<file path="config.mk">
export PLATFORM = sky130hd
export DESIGN_NAME = button_debounce
export DESIGN_NICKNAME = d
export VERILOG_FILES = /design/src/rtl/button_debounce.sv
export SDC_FILE = /design/constraint.sdc
export NUM_CORES = 1
export LEC_CHECK = 0
export ABC_AREA = 0
export CAP_MARGIN = 5
export CORE_MARGIN = 2
export CORE_UTILIZATION = 53
export DETAILED_ROUTE_END_ITERATION = 8
export GPL_TIMING_DRIVEN = 0
export PLACE_DENSITY = 0.75
export SLEW_MARGIN = 30
export SYNTH_ARGS = -nofsm -noshare
export SYNTH_HDL_FRONTEND = slang
export SYNTH_SLANG_ARGS = --single-unit
</file>
<file path="constraint.sdc">
create_clock -name clk -period 2.1 [get_ports clk]
set_input_delay 0.42 -clock clk [delete_from_list [all_inputs] [get_ports clk]]
set_output_delay 0.42 -clock clk [all_outputs]
set_load 0.02 [all_outputs]
</file>
<file path="src/rtl/button_debounce.sv">
// Push-button debouncer: optional input inversion, 2-flop synchronizer,
// four-state arm/accept FSM with a stability counter, and registered
// level / edge-strobe / toggle / press-counter outputs.
module button_debounce #(
    parameter int STABLE_CYCLES = 120000,
    parameter int CNT_W         = 17,
    parameter bit ACTIVE_LOW    = 1'b0
) (
    input  logic       clk,
    input  logic       rst_n,
    input  logic       button,
    output logic       btn_level,
    output logic       press_pulse,
    output logic       release_pulse,
    output logic       led_toggle,
    output logic [7:0] press_count
);

    typedef enum logic [1:0] {
        RELEASED    = 2'd0,
        ARM_PRESS   = 2'd1,
        PRESSED     = 2'd2,
        ARM_RELEASE = 2'd3
    } state_t;

    // Terminal count: the input has been stable for STABLE_CYCLES samples.
    localparam logic [CNT_W-1:0] CNT_LAST = CNT_W'(STABLE_CYCLES - 1);

    logic             btn_raw;
    logic             sync1_q;
    logic             sync2_q;
    logic             btn_s;

    state_t           state_q;
    state_t           state_d;
    logic [CNT_W-1:0] cnt_q;
    logic [CNT_W-1:0] cnt_d;
    logic             press_evt;
    logic             release_evt;

    logic             btn_level_q;
    logic             press_pulse_q;
    logic             release_pulse_q;
    logic             led_toggle_q;
    logic [7:0]       press_count_q;

    // Normalise polarity so that 1 always means "pressed" downstream.
    assign btn_raw = ACTIVE_LOW ? ~button : button;
    assign btn_s   = sync2_q;

    // Two-flop synchronizer for the asynchronous button input.
    always_ff @(posedge clk) begin
        if (!rst_n) begin
            sync1_q <= 1'b0;
            sync2_q <= 1'b0;
        end else begin
            sync1_q <= btn_raw;
            sync2_q <= sync1_q;
        end
    end

    // FSM state and stability counter registers.
    always_ff @(posedge clk) begin
        if (!rst_n) begin
            state_q <= RELEASED;
            cnt_q   <= '0;
        end else begin
            state_q <= state_d;
            cnt_q   <= cnt_d;
        end
    end

    // Next-state logic; the counter only runs in the two arming states,
    // so it can never pass CNT_LAST and is parked at zero otherwise.
    always_comb begin
        state_d     = state_q;
        cnt_d       = '0;
        press_evt   = 1'b0;
        release_evt = 1'b0;
        case (state_q)
            RELEASED: begin
                if (btn_s) begin
                    state_d = ARM_PRESS;
                end
            end
            ARM_PRESS: begin
                if (!btn_s) begin
                    state_d = RELEASED;
                end else if (cnt_q == CNT_LAST) begin
                    state_d   = PRESSED;
                    press_evt = 1'b1;
                end else begin
                    cnt_d = cnt_q + 1'b1;
                end
            end
            PRESSED: begin
                if (!btn_s) begin
                    state_d = ARM_RELEASE;
                end
            end
            ARM_RELEASE: begin
                if (btn_s) begin
                    state_d = PRESSED;
                end else if (cnt_q == CNT_LAST) begin
                    state_d     = RELEASED;
                    release_evt = 1'b1;
                end else begin
                    cnt_d = cnt_q + 1'b1;
                end
            end
            default: begin
                state_d = RELEASED;
            end
        endcase
    end

    // Registered outputs, derived from the transition being taken this
    // cycle so they line up with the new FSM state.
    always_ff @(posedge clk) begin
        if (!rst_n) begin
            btn_level_q     <= 1'b0;
            press_pulse_q   <= 1'b0;
            release_pulse_q <= 1'b0;
            led_toggle_q    <= 1'b0;
            press_count_q   <= 8'd0;
        end else begin
            btn_level_q     <= (state_d == PRESSED) || (state_d == ARM_RELEASE);
            press_pulse_q   <= press_evt;
            release_pulse_q <= release_evt;
            if (press_evt) begin
                led_toggle_q  <= ~led_toggle_q;
                press_count_q <= press_count_q + 8'd1;
            end
        end
    end

    assign btn_level     = btn_level_q;
    assign press_pulse   = press_pulse_q;
    assign release_pulse = release_pulse_q;
    assign led_toggle    = led_toggle_q;
    assign press_count   = press_count_q;

endmodule

</file>
=== After elaboration in Yosys (flattened, before gate mapping) ===
Cells that the tools add are included.

* Register bits: 33

* Add/subtract/negate cells: 2
* Equality and inequality tests: 6
* Mux-type cells: 14
* Bitwise gates (word level): 3
* Reductions and logical operators: 3

{| class="wikitable"
|+ Operators with widths
! operator !! count
|-
| $mux W17 || 3
|-
| $pmux W17 S2 || 1
|-
| $add A17 B1 Y17 const B || 1
|-
| $eq A17 B17 Y1 const B || 1
|-
| $mux W2 || 6
|-
| $add A8 B1 Y8 const B || 1
|-
| $eq A2 B2 Y1 const B || 4
|-
| $pmux W2 S4 || 1
|-
| $mux W1 || 3
|-
| $not A1 Y1 || 3
|-
| $reduce_or A3 Y1 || 1
|-
| $eq A2 B1 Y1 const B || 1
|-
| $logic_not A2 Y1 || 1
|-
| $logic_or A1 B1 Y1 || 1
|}

=== Depth between registers and ports, before layout ===
* Depth after elaboration: 6
* Mapped depth: 6
* Gate-level depth less buffers: 5

=== Worst setup path after synthesis ===
OpenSTA, ideal clock, no wires.

* Path type: register to register
* Start point: register press_count_q[2] (netlist: press_count[2])
* End point: register press_count_q[7] (netlist: press_count[7])
* Library setup time: 0.070 ns
* Arrival time: 1.645 ns
* Data required time: 2.030 ns
* Slack: 0.384 ns
* Cell stages (with the launch flop): 5
* Path buffers: 0
* Path through: dfxtp_1 -> nand3_1 -> or4_1 -> or4_1 -> a21oi_1

* Longest elaborated chain between the ends: 1

{| class="wikitable"
|+ RTL lines
! what !! RTL line !! source
|-
| start: declaration || 45 || <nowiki>logic [7:0] press_count_q;</nowiki>
|-
| start signal: assignment || 132 || <nowiki>press_count_q <= press_count_q + 8'd1;</nowiki>
|-
| $add A8 B1 Y8 || 132 ||
|}

Every way passes these cells.
A chain may end at the register's enable or synchronous reset.

=== Final worst setup path ===
* Start point: register cnt_q[7]
* End point: register press_count_q[2] (netlist: press_count[2])

* Longest elaborated chain between the ends: 4

{| class="wikitable"
|+ RTL lines
! what !! RTL line !! source
|-
| start: declaration || 36 || <nowiki>logic [CNT_W-1:0] cnt_q;</nowiki>
|-
| start signal: assignment || 69 || <nowiki>cnt_q <= cnt_d;</nowiki>
|-
| $eq A17 B17 Y1 || 89 || <nowiki>end else if (cnt_q == CNT_LAST) begin</nowiki>
|-
| $mux W1 || 89 ||
|-
| $mux W1 || 87 || <nowiki>if (!btn_s) begin</nowiki>
|-
| $mux W1 || 80 || <nowiki>case (state_q)</nowiki>
|}

Every way passes these cells.

==> key figures <==
Placement
  • Worst slack at placement: -0.009567 ns
  • GPL Wtd Cong: 0.8553
  • Port Buf Inserts: 14
  • HPWL after DPL: 2044 um
  • Placed cell count: 213

Global routing
  • First-pass GRT wire length: 5071 um
  • Global route overflow: 0
  • Largest net degree at the start of global routing: 11
  • Total GRT Usage: 20.26%
  • Vias in the first global route: 1,227
  • Initial antenna violation count: 0

Synth
  • Syn_area_per_cell: 8.706 um2
  • Synth Cell Area: 0.001463 mm2
  • Cell accounting for the most synthesized area: dfxtp_1
  • Top_reg_cell synth: dfxtp_1
  • Share of the synthesized area in the top cell type: 45.17%
  • Post-synthesis sequential area ratio: 45.17%
  • Cells after synthesis: 168
  • Number of unique standard cell types used by synthesis: 31
  • Async set-reset flop share out of synthesis: 0%
  • Post-synth EDFFs: 0
  • Main area contributors after synthesis: dfxtp_1 (45%), xnor2_1 (7.2%), a21oi_1 (4.8%)
  • Synth Warn #: 0
  • Synthesized flop and latch total: 33
  • Post-synth net total: 173

Timing
  • Final hold vios: 0
  • Period utilisation layout: 89.02%
  • Setup TNS: 0 ns
  • Final Skew: 0.01458 ns
  • Relative slew slack: 70.62%
  • RSZ-0062 raised after global routing: no
  • Max-slew violations: 0
  • Final setup fails: 0
  • Fin crit period: 1.870 ns
  • Final hold slack: 0.4545 ns
  • Measured slew at the worst slew-check pin: 0.4406 ns
  • Worst setup margin: 0.2305 ns
  • FMAX: 0.5349 GHz

Routing
  • TritonRoute pass-1 iters: 4
  • Vias/cell: 5.738
  • Wire per inst: 12.85 um
  • Via count: 1,268
  • Remaining DRCs: 0
  • Post-DRT Antenna Nets: 0
  • Routed WL: 2839 um
  • 1st-iter DRT viols: 56

Critical path
  • CP arrival: 2.14 ns
  • Crit path max fanout: 10
  • CP max stage cell: dfxtp_1
  • Crit Path Category: flip-flop to flip-flop
  • Max incr delay on CP: 0.44 ns
  • Critical-path cell list: nor4b_2 > nand3_1 > buf_2 > or4_1 > a21oi_1
  • CP Launch Type: flip-flop
  • Worst setup startpoint: cnt_q[7]
  • CP top delay family: simple AND/OR/NAND/NOR gates
  • CP required: 2.37 ns
  • CP Buf/Inv Count: 1
  • Endpoint type of the worst setup path: flip-flop
  • Reg2Reg Launch Point: cnt_q[7]

Cells and area
  • Most common cell after layout, fill and taps aside: dfxtp_1
  • Diodes inserted: 0
  • Most frequent cells in the layout: dfxtp_1 (33), nor2_1 (18), a21oi_1 (14), clkdlybuf4s50_1 (14), xnor2_1 (12)
  • # fillers: 240
  • Fin cells: 221
  • Share of layout cells above drive strength 1: 8.421%
  • Layout Nets: 194
  • Area growth syn-to-layout: 19.16%

Power and ir drop
  • Pwr/cell area: 653.4 mW/mm2
  • Worst IR Drop VDD: 0.4810 mV
  • Leakage: 0.0005163 uW

Clock network
  • CTS tree: yes
  • Total CTS buffers: 5
  • Root Buffer: clkbuf_4
  • Skew-Pair Late Insertion Delay: 0.34 ns
  • Clock-pin slew on the worst setup and hold paths: 0.11 ns
  • H-Tree Depth: 2
  • Clk sinks: 33
  • Post-CTS Hold Buffers: 0
  • CTS max path bufs: 2

Min path
  • Worst hold start: sync1_q
  • HP Class: flip-flop to flip-flop

Die
  • Area of the core: 0.002686 mm2
  • Die Height: 56.54 um
  • Initial Util: 54.45%
  • Io pins: 15
  • Cell Rows: 19
  • Chip width: 56.54 um
  • Die Area: 0.003196 mm2

Status
  • Status: complete, no violations

Flow run
  • Max-cap viol count: 0
## report_power, final
group	switching [uW]	internal [uW]	total [uW]
Combinational	6.69	5.69	12.4
Clock	212	284	497
Sequential	2.25	628	630
Total	221	918	1140
## per-stage QoR
| stage | area, um2 | total power (uW) | util [%] |
|---|---|---|---|
| after floorplan | 1463 | 649.6 | - |
| after global placement | 1642 | 656.1 | 61.11 |
| after detailed placement | 1642 | 656.2 | 61.11 |
| after CTS | 1730 | 1145 | 64.42 |
| after global routing | 1743 | 1176 | 64.88 |
| final | 1743 | 1139 | 64.88 |
## cell type report
type                            count  area [um2]  share of cell area [%]
Tap cell                           31       38.79                   2.225
Inverter                            8       30.03                   1.723
Timing Repair Buffer               14       140.1                   8.040
Sequential cell                    33       660.6                   37.90
Multi-Input combinational cell    121       763.2                   43.79
Clock buffer                        7       55.05                   3.159
Buffer                              6       25.02                   1.436
Clock inverter                      1       30.03                   1.723
## cells by family (layout without fill, tap and decap cells)
group                      after synthesis  in the layout  synth area share (%)
and+or+nand+nor                         78             78                 30.20
AOI/OAI and AO/OA                       26             26                 10.09
adders and majority gates                2              2                 1.711
muxes                                    1              1                0.6844
buffers and inverters                   14             36                 3.764
DFF                                     33             33                 45.17
xor gates and xnor gates                14             14                 8.383
## per-layer routing
metal,track usage (%),routed length [um]
met1,21.98,1206
met2,35.71,1439
met3,6.912,152
met4,8.163,41
met5,0,0
## registers in the layout (all words and copies together), names as in the netlist
| name | cells |
|---|---|
| release_pulse | 1 |
| press_count | 8 |
| press_pulse | 1 |
| btn_s | 1 |
| sync1_q | 1 |
| led_toggle | 1 |
| cnt_q | 17 |
| state_q | 2 |
| btn_level | 1 |
## worst register-to-register path, cell delays in order, from the launching register on
cell and delay [ns]:
dfxtp_1 0.44, nor4b_2 0.40, nand3_1 0.20, buf_2 0.23
or4_1 0.40, a21oi_1 0.15
## final timing paths
path                    end  slack, ns  cells after the start
min                   btn_s       0.45                      1
min reg2reg           btn_s       0.45                      1
max reg2reg  press_count[2]       0.23                      5
max          press_count[2]       0.23                      5
## what timing repair did
action                     in CTS  in global routing
resized for setup               1                  2
setup buffers                   0                  0
setup endpoints to repair      10                 16
## cell usage after synthesis, drive strengths merged (2+ instances only)
master / instances
nand3: 11
nor3: 8
dfxtp: 33
or4: 6
o21ai: 6
nor2: 18
and2: 5
nand4: 6
nand2: 7
and3: 4
a31o: 2
xnor2: 12
nor4: 3
a21oi: 14
xor2: 2
inv: 8
clkbuf: 3
buf: 3
nor4b: 2
nand4b: 2
or3: 3
ha: 2
o31ai: 4
Power figures use the tool's default switching activity.
